==> config.mk <==
export PLATFORM = sky130hd
export DESIGN_NAME = cnn_inst_scheduler_flat
export DESIGN_NICKNAME = d
export VERILOG_FILES = /design/src/rtl/cnn_inst_pkg.sv /design/src/rtl/cnn_inst_scheduler_if.sv /design/src/rtl/cnn_inst_fifo.sv /design/src/rtl/cnn_inst_scheduler.sv /design/src/flat_wrapper.sv
export SDC_FILE = /design/constraint.sdc
export NUM_CORES = 2
export LEC_CHECK = 0
export BUFFER_PORTS_ARGS = -buffer_cell sky130_fd_sc_hd__buf_2
export CAP_MARGIN = 20
export CORE_MARGIN = 2
export CORE_UTILIZATION = 61
export CTS_BUF_LIST = sky130_fd_sc_hd__clkbuf_8
export DETAILED_ROUTE_END_ITERATION = 16
export PLACE_DENSITY = 0.82
export SYNTH_ARGS = -nofsm -noshare
export SYNTH_HDL_FRONTEND = slang
export SYNTH_SLANG_ARGS = --single-unit
==> constraint.sdc <==
create_clock -name clk -period 23 [get_ports clk]
set_input_delay 4.6 -clock clk [delete_from_list [all_inputs] [get_ports clk]]
set_output_delay 4.6 -clock clk [all_outputs]
set_load 0.02 [all_outputs]
==> src/rtl/cnn_inst_pkg.sv <==
// Shared types and constants for the CNN instruction scheduler:
// instruction layout, control codes, opcodes and FSM state encoding.
package cnn_inst_pkg;

    localparam int unsigned INST_W      = 128;
    localparam int unsigned DEPTH_LOG2  = 4;
    localparam int unsigned ACK_TIMEOUT = 64;

    // Control words carry zero in [INST_W-1:8]; the low byte selects the command.
    localparam logic [7:0] CMD_RESET = 8'h01;
    localparam logic [7:0] CMD_START = 8'h02;

    typedef enum logic [3:0] {
        OP_ADD  = 4'h0,
        OP_ADDI = 4'h1,
        OP_MULT = 4'h4,
        OP_DOT  = 4'h6,
        OP_CONV = 4'h7,
        OP_POOL = 4'h8,
        OP_TANH = 4'hB,
        OP_GRAY = 4'hC,
        OP_TRAN = 4'hD,
        OP_ADDS = 4'hE
    } opcode_e;

    typedef enum logic [1:0] {
        S_IDLE,
        S_ISSUE,
        S_WAIT_ACK,
        S_WAIT_DONE
    } sched_state_e;

    function automatic logic [INST_W-1:0] make_inst(
        input opcode_e     op,
        input logic [31:0] src1,
        input logic [31:0] src2,
        input logic [31:0] dst,
        input logic [7:0]  h,
        input logic [7:0]  w,
        input logic [5:0]  kh,
        input logic [5:0]  kw
    );
        return {op, src1, src2, dst, h, w, kh, kw};
    endfunction

endpackage

==> src/rtl/cnn_inst_scheduler_if.sv <==
// Host/parser-facing signal bundle of the instruction scheduler.
interface cnn_inst_scheduler_if #(
    parameter int unsigned INST_W     = 128,
    parameter int unsigned DEPTH_LOG2 = 4
);
    logic [INST_W-1:0]   cnn_inst;
    logic                cnn_inst_en;
    logic                parser_ready;
    logic [INST_W-1:0]   parser_inst;
    logic                parser_inst_en;
    logic                busy;
    logic                done;
    logic [DEPTH_LOG2:0] inst_pending;
    logic                ovf_err;
    logic                tmo_err;

    modport slave (
        input  cnn_inst, cnn_inst_en, parser_ready,
        output parser_inst, parser_inst_en, busy, done, inst_pending, ovf_err, tmo_err
    );

    modport master (
        output cnn_inst, cnn_inst_en, parser_ready,
        input  parser_inst, parser_inst_en, busy, done, inst_pending, ovf_err, tmo_err
    );
endinterface

==> src/rtl/cnn_inst_fifo.sv <==
// Synchronous instruction FIFO with first-word-fall-through head, occupancy
// count and a synchronous flush that takes priority over push/pop.
module cnn_inst_fifo #(
    parameter int unsigned WIDTH      = 128,
    parameter int unsigned DEPTH_LOG2 = 4
) (
    input  logic                  clk,
    input  logic                  rst_n,
    input  logic                  flush,
    input  logic                  push,
    input  logic [WIDTH-1:0]      push_data,
    input  logic                  pop,
    output logic [WIDTH-1:0]      head,
    output logic [DEPTH_LOG2:0]   count,
    output logic                  empty,
    output logic                  full
);
    localparam int unsigned DEPTH = 1 << DEPTH_LOG2;
    localparam int unsigned PTR_W = DEPTH_LOG2;
    localparam int unsigned CNT_W = DEPTH_LOG2 + 1;

    logic [WIDTH-1:0] mem [DEPTH];
    logic [PTR_W-1:0] wr_ptr;
    logic [PTR_W-1:0] rd_ptr;
    logic             do_push;
    logic             do_pop;

    always_comb begin
        empty   = (count == '0);
        full    = (count == CNT_W'(DEPTH));
        do_push = push && !full && !flush;
        do_pop  = pop && !empty && !flush;
        head    = mem[rd_ptr];
    end

    always_ff @(posedge clk) begin
        if (do_push) begin
            mem[wr_ptr] <= push_data;
        end
    end

    always_ff @(posedge clk or negedge rst_n) begin
        if (!rst_n) begin
            wr_ptr <= '0;
            rd_ptr <= '0;
            count  <= '0;
        end else if (flush) begin
            wr_ptr <= '0;
            rd_ptr <= '0;
            count  <= '0;
        end else begin
            if (do_push) begin
                wr_ptr <= wr_ptr + PTR_W'(1);
            end
            if (do_pop) begin
                rd_ptr <= rd_ptr + PTR_W'(1);
            end
            case ({do_push, do_pop})
                2'b10:   count <= count + CNT_W'(1);
                2'b01:   count <= count - CNT_W'(1);
                default: count <= count;
            endcase
        end
    end

endmodule

==> src/rtl/cnn_inst_scheduler.sv <==
// Queues host instructions, decodes RESET/START control words and issues the
// queued batch to the parser one instruction at a time with an ack timeout.
module cnn_inst_scheduler #(
    parameter int unsigned INST_W      = cnn_inst_pkg::INST_W,
    parameter int unsigned DEPTH_LOG2  = cnn_inst_pkg::DEPTH_LOG2,
    parameter int unsigned ACK_TIMEOUT = cnn_inst_pkg::ACK_TIMEOUT
) (
    input  logic                  clk,
    input  logic                  rst_n,
    cnn_inst_scheduler_if.slave   bus
);
    import cnn_inst_pkg::*;

    localparam int unsigned TMO_W = $clog2(ACK_TIMEOUT + 1);

    sched_state_e        state;
    logic [TMO_W-1:0]    tmo_cnt;
    logic                is_ctrl;
    logic                cmd_reset;
    logic                cmd_start;
    logic                data_push;
    logic                issue_fire;
    logic                ack_expired;
    logic                inst_complete;

    logic [INST_W-1:0]   fifo_head;
    logic [DEPTH_LOG2:0] fifo_count;
    logic                fifo_empty;
    logic                fifo_full;

    logic [INST_W-1:0]   parser_inst;
    logic                parser_inst_en;
    logic                busy;
    logic                done;
    logic                ovf_err;
    logic                tmo_err;

    always_comb begin
        is_ctrl     = (bus.cnn_inst[INST_W-1:8] == '0);
        cmd_reset   = bus.cnn_inst_en && is_ctrl && (bus.cnn_inst[7:0] == CMD_RESET);
        cmd_start   = bus.cnn_inst_en && is_ctrl && (bus.cnn_inst[7:0] == CMD_START);
        data_push   = bus.cnn_inst_en && !is_ctrl;
        issue_fire  = (state == S_ISSUE) && bus.parser_ready && !fifo_empty && !cmd_reset;
        ack_expired = (state == S_WAIT_ACK) && bus.parser_ready
                      && (tmo_cnt == TMO_W'(ACK_TIMEOUT - 1));
        // A timed-out ack is handled exactly like a normal completion.
        inst_complete = ack_expired || ((state == S_WAIT_DONE) && bus.parser_ready);
    end

    cnn_inst_fifo #(
        .WIDTH      (INST_W),
        .DEPTH_LOG2 (DEPTH_LOG2)
    ) u_fifo (
        .clk       (clk),
        .rst_n     (rst_n),
        .flush     (cmd_reset),
        .push      (data_push),
        .push_data (bus.cnn_inst),
        .pop       (issue_fire),
        .head      (fifo_head),
        .count     (fifo_count),
        .empty     (fifo_empty),
        .full      (fifo_full)
    );

    always_ff @(posedge clk or negedge rst_n) begin
        if (!rst_n) begin
            state          <= S_IDLE;
            tmo_cnt        <= '0;
            parser_inst    <= '0;
            parser_inst_en <= 1'b0;
            busy           <= 1'b0;
            done           <= 1'b0;
            ovf_err        <= 1'b0;
            tmo_err        <= 1'b0;
        end else begin
            parser_inst_en <= 1'b0;
            done           <= 1'b0;
            if (data_push && fifo_full) begin
                ovf_err <= 1'b1;
            end

            if (cmd_reset) begin
                state   <= S_IDLE;
                busy    <= 1'b0;
                tmo_cnt <= '0;
                ovf_err <= 1'b0;
                tmo_err <= 1'b0;
            end else begin
                case (state)
                    S_IDLE: begin
                        if (cmd_start) begin
                            if (!fifo_empty) begin
                                state <= S_ISSUE;
                                busy  <= 1'b1;
                            end else begin
                                done  <= 1'b1;
                            end
                        end
                    end
                    S_ISSUE: begin
                        if (issue_fire) begin
                            parser_inst    <= fifo_head;
                            parser_inst_en <= 1'b1;
                            tmo_cnt        <= '0;
                            state          <= S_WAIT_ACK;
                        end
                    end
                    S_WAIT_ACK: begin
                        if (!bus.parser_ready) begin
                            state <= S_WAIT_DONE;
                        end else if (ack_expired) begin
                            tmo_err <= 1'b1;
                        end else begin
                            tmo_cnt <= tmo_cnt + TMO_W'(1);
                        end
                    end
                    S_WAIT_DONE: begin
                        state <= S_WAIT_DONE;
                    end
                    default: begin
                        state <= S_IDLE;
                        busy  <= 1'b0;
                    end
                endcase

                if (inst_complete) begin
                    if (!fifo_empty) begin
                        state <= S_ISSUE;
                    end else begin
                        state <= S_IDLE;
                        busy  <= 1'b0;
                        done  <= 1'b1;
                    end
                end
            end
        end
    end

    assign bus.parser_inst    = parser_inst;
    assign bus.parser_inst_en = parser_inst_en;
    assign bus.busy           = busy;
    assign bus.done           = done;
    assign bus.inst_pending   = fifo_count;
    assign bus.ovf_err        = ovf_err;
    assign bus.tmo_err        = tmo_err;

endmodule

==> src/flat_wrapper.sv <==
// flat-port wrapper written by rule: the top's interface ports become plain ports
module cnn_inst_scheduler_flat import cnn_inst_pkg::*;
#(
    parameter int unsigned INST_W      = cnn_inst_pkg::INST_W,
    parameter int unsigned DEPTH_LOG2  = cnn_inst_pkg::DEPTH_LOG2,
    parameter int unsigned ACK_TIMEOUT = cnn_inst_pkg::ACK_TIMEOUT
)
  (clk, rst_n, bus_cnn_inst, bus_cnn_inst_en, bus_parser_ready, bus_parser_inst, bus_parser_inst_en, bus_busy, bus_done, bus_inst_pending, bus_ovf_err, bus_tmo_err);
  cnn_inst_scheduler_if #(.INST_W(INST_W), .DEPTH_LOG2(DEPTH_LOG2)) bus_i ();
  input  logic clk;
  input  logic rst_n;
  input wire logic [$bits(bus_i.cnn_inst)-1:0] bus_cnn_inst;
  input wire logic [$bits(bus_i.cnn_inst_en)-1:0] bus_cnn_inst_en;
  input wire logic [$bits(bus_i.parser_ready)-1:0] bus_parser_ready;
  output wire logic [$bits(bus_i.parser_inst)-1:0] bus_parser_inst;
  output wire logic [$bits(bus_i.parser_inst_en)-1:0] bus_parser_inst_en;
  output wire logic [$bits(bus_i.busy)-1:0] bus_busy;
  output wire logic [$bits(bus_i.done)-1:0] bus_done;
  output wire logic [$bits(bus_i.inst_pending)-1:0] bus_inst_pending;
  output wire logic [$bits(bus_i.ovf_err)-1:0] bus_ovf_err;
  output wire logic [$bits(bus_i.tmo_err)-1:0] bus_tmo_err;
  assign bus_i.cnn_inst = bus_cnn_inst;
  assign bus_i.cnn_inst_en = bus_cnn_inst_en;
  assign bus_i.parser_ready = bus_parser_ready;
  assign bus_parser_inst = bus_i.parser_inst;
  assign bus_parser_inst_en = bus_i.parser_inst_en;
  assign bus_busy = bus_i.busy;
  assign bus_done = bus_i.done;
  assign bus_inst_pending = bus_i.inst_pending;
  assign bus_ovf_err = bus_i.ovf_err;
  assign bus_tmo_err = bus_i.tmo_err;
  cnn_inst_scheduler #(.INST_W(INST_W), .DEPTH_LOG2(DEPTH_LOG2), .ACK_TIMEOUT(ACK_TIMEOUT)) u_core (.clk(clk), .rst_n(rst_n), .bus(bus_i));
endmodule
==> metrics.md <==
| Metric | Value |
|---|---|
| Status | finished clean |
| Post-CTS sizing | 0 |
| RR Startpoint | u_core.u_fifo.rd_ptr[0] |
| Port bufs | around 270 |
| Hold Crit Depth | 1 |
| Internal | 7.96 mW |
| Worst Hold Path EP | u_core.bus.parser_inst[73] |
| Nets | around 4,000 |
| Top_reg_cell synth | edfxtp_1 |
| Post-DRT Antenna Nets | 0 |
| Reg2reg path depth | 6 |
| Routed len/inst | around 32 um |
| Max Cap Violations | 0 |
| H-tree Lvls | 5 |
| Type of origin of the critical path | input port |
| DR vias/cell | 6.62 |
| Leakage | ~30 nW |
| Post-CTS setup buffers | 0 |
| Largest cells by area after synthesis | edfxtp_1 (74%), mux4_2 (17%), dfrtp_1 (4.7%) |
| Syn Nets | ~3,500 |
| Worst R2R End | u_core.bus.parser_inst[18] |
| Die Area | 140,000 um^2 |
| Mapped Cells | about 3,400 |
| CTS buffer count | 348 |
| Core Region | around 140,000 um^2 |
| Share of cells above drive strength 1 | a little over a third |
| Final Skew | 0.0776 ns |
| GP Congestion | around 0.75 |
| CP endpoint kind | flip-flop |
| DP Wirelength | 97,900 um |
| CP Class | input port to flip-flop |
| Power Dens Cells | roughly 120 nW/um^2 |
| Sequential power share | approximately 45% |
| Synth warn | 0 |
| Worst Hold Slack | ~0.48 ns |
| Arrival @ worst endpoint | roughly 9.4 ns |
| Row count | between 100 and 150 |
| CP Cell Sequence | buf_2 > nor4_1 > buf_2 > nand4_1 > nor4_1 > a21oi_1 > nor3b_1 > and2_4 > buf_4 > buf_4 |
| Hold Crit Class | flip-flop to flip-flop |
| Vias in the first global route | roughly 40,000 |
| Commonest non-fill, non-tap cell in the layout | edfxtp_1 |
| Worst path top cell family by delay | buffers and inverters |
| Area grow syn2layout | 12.4% |
| Switching Share | between 20% and 30% |
| Initial DRC count | a little under 5,000 |
| CP Max Fanout | between 50 and 60 |
| Top cell type's share of synthesized area | between 70% and 80% |
| Die X | roughly 370 um |
| CTS tree | built |
| Fin crit share | about two fifths |
| Worst skew pair latency | roughly 1.1 ns |
| Final Max Slew Viols | 0 |
| Final WL | about 190,000 um |
| Post-route DRC | 0 |
| EDFF count, synth | a little over 2,000 |
| Internal reg-to-reg setup slack | 18.02 ns |
| Cell accounting for the most synthesized area | edfxtp_1 |
| Tmin final | slightly below 9 ns |
| Vias | just under 40,000 |
| CP max stage cell | buf_4 |
| Setup TNS | 0 ns |
| Seq/Total Area, Yosys | 78.4% |
| CP peak stage delay | between 0.9 and 1 ns |
| Hold buffer count at cts | 0 |
| Pin count of the biggest net entering global routing | 171 |
| GRT Util Overall | between 20 and 30% |
| Mean Syn Cell Area | approximately 25 um^2 |
| Max-slew headroom | a little under a quarter |
| Synth unique cells | 50 |
| Clk slew on worst S/H paths | about 0.060 ns |
| Initial antenna violation count | 39 |
| RSZ-0062 raised after global routing | no |
| Die Y | ~370 um |
| First-pass GRT wire length | 278,000 um |
| Combinational fraction of design power | between 20% and 30% |
| Clock Sink Count | about 2,200 |
| Initial Util | slightly above 60% |
| Final Hold Fails | 0 |
| Clk pwr share | approximately 28% |
| F_max | around 110 MHz |
| Commonest cells after routing, fill and taps aside | edfxtp_1 (2,048), mux4_2 (640), clkbuf_8 (384) |
| VDD IR max | between 0.1 and 0.15 mV |
| I/O pin cnt | 270 |
| Min-delay src | u_core.bus.parser_inst[73] |
| Mapped cell area | about 83,000 um^2 |
| Ys async rst share | 7.04% |
| CTS max path bufs | 4 |
| Total global routing overflow | 0 |
| Final setup viols | 0 |
| Sw power | roughly 3.3 mW |
| WP buf/inv | 4 |
| Worst-Margin Slew | between 1 and 1.5 ns |
| Worst Path Required | around 24 ns |
| Drt first pass iters | 5 |
| Seq cells post-synth | between 2,000 and 2,500 |
| CTS root buffer | clkbuf_8 |
-- worst register-to-register path: stages (launching register included) --
cell     delay (ns)
dfrtp_4        0.62
buf_12         0.76
buf_4          1.01
buf_4          0.97
mux4_2         0.66
mux4_2         0.54
mux2_1         0.32
-- power by group through the flow --
stage / Combinational [mW] / Clock (mW) / Sequential [mW]
after detailed placement: 2.99 / 0 / 5.16
after CTS: 3.01 / 3.21 / 5.09
after floorplan: 2.00 / 0 / 5.25
after global placement: 2.95 / 0 / 5.13
final: 2.97 / 3.16 / 5.09
after global routing: 3.14 / 3.38 / 5.12
-- sequential cells by signal (all words and copies together), names as in the netlist --
signal,count
u_core.bus.busy,1
u_core.bus.done,1
u_core.bus.ovf_err,1
u_core.bus.parser_inst,128
u_core.bus.parser_inst_en,1
u_core.bus.tmo_err,1
u_core.state,2
u_core.tmo_cnt,7
u_core.u_fifo.count,5
u_core.u_fifo.mem,2048
u_core.u_fifo.rd_ptr,4
u_core.u_fifo.wr_ptr,4
-- metrics by stage --
step | cells | total power, mW | util (%) | worst slack [ns] | instance area (um^2)
global route | 5949 | 11.6 | 69.1 | 14.03 | 93600
global placement | 5313 | 8.08 | 64.2 | 12.81 | 87000
CTS | 5943 | 11.3 | 69.1 | 14.29 | 93600
finish | 5959 | 11.2 | 69.1 | 14.24 | 93700
floorplan | 3362 | 7.26 | - | 8.15 | 83300
detailed placement | 5316 | 8.15 | 64.2 | 13.25 | 87000
-- routing by layer --
| layer | global-route usage (%) | share of wire (%) | vias to the layer above | wire [um] |
|---|---|---|---|---|
| met3 | 8.02 | 11 | 358 | 21000 |
| met5 | 0 | 0.11 | - | 213 |
| met2 | 42.9 | 49 | 2500 | 93400 |
| li1 | - | - | 15600 | - |
| met4 | 9.33 | 2.7 | 32 | 5250 |
| met1 | 39.3 | 38 | 20900 | 72300 |
-- final cells by class --
type                            count  area, um^2
Clock buffer                      384        5290
Antenna cell                       15        37.5
Fill cell                        7657       41800
Inverter                           12        45.0
Timing Repair Buffer              341        1970
Multi-Input combinational cell    980       17300
Clock inverter                    243        1360
Sequential cell                  2203       65400
Tap cell                         1781        2230
-- Yosys cell counts (2+ instances only) --
| cell | number |
|---|---|
| mux4_2 | 640 |
| buf_1 | 41 |
| or4_1 | 2 |
| nand3b_1 | 4 |
| or2_2 | 3 |
| mux2i_1 | 3 |
| o21a_1 | 2 |
| clkbuf_1 | 111 |
| nand4_1 | 10 |
| inv_1 | 12 |
| nand3_1 | 8 |
| nor3b_1 | 2 |
| xor2_1 | 5 |
| xnor2_1 | 4 |
| and3_1 | 4 |
| or3_1 | 2 |
| a41oi_1 | 2 |
| a21oi_1 | 13 |
| dfrtp_1 | 155 |
| nand2b_1 | 3 |
| buf_6 | 12 |
| nor2b_1 | 2 |
| nor2_1 | 30 |
| a21o_1 | 2 |
| mux2_1 | 109 |
| nand2_1 | 22 |
| edfxtp_1 | 2048 |
| nor3_1 | 6 |
| ha_1 | 14 |
| o21ai_0 | 9 |
| mux2_2 | 21 |
| and2_1 | 5 |
| nor4_1 | 35 |
| a22oi_1 | 4 |
| a211oi_1 | 2 |
-- cell families (layout without fill, tap and decap cells) --
kind of cell / after synthesis / in the layout / synth area share (%)
AOI/OAI and AO/OA: 43 / 43 / 0.332
xor gates and xnor gates: 9 / 9 / 0.0946
and+or+nand+nor: 141 / 141 / 0.919
DFF: 2203 / 2203 / 78.4
adders and majority gates: 14 / 14 / 0.210
muxes: 773 / 773 / 19.1
buffers and inverters: 179 / 980 / 0.922
other: 0 / 15 / 0
-- how the worst max path moves through the flow --
stage | slack [ns] | endpoint | startpoint | cells past startpoint
detailed placement | 13.25 | u_core.u_fifo.mem[3][108] | bus_cnn_inst[59] | 10
CTS | 14.29 | u_core.u_fifo.mem[3][41] | bus_cnn_inst[59] | 10
floorplan | 8.15 | u_core.u_fifo.mem[4][0] | bus_cnn_inst[23] | 7
global route | 14.03 | u_core.u_fifo.mem[3][41] | bus_cnn_inst[65] | 10
global placement | 12.81 | u_core.u_fifo.mem[2][108] | bus_cnn_inst[85] | 9
finish | 14.24 | u_core.u_fifo.mem[3][41] | bus_cnn_inst[59] | 10
(Power assumes the default switching activity.)
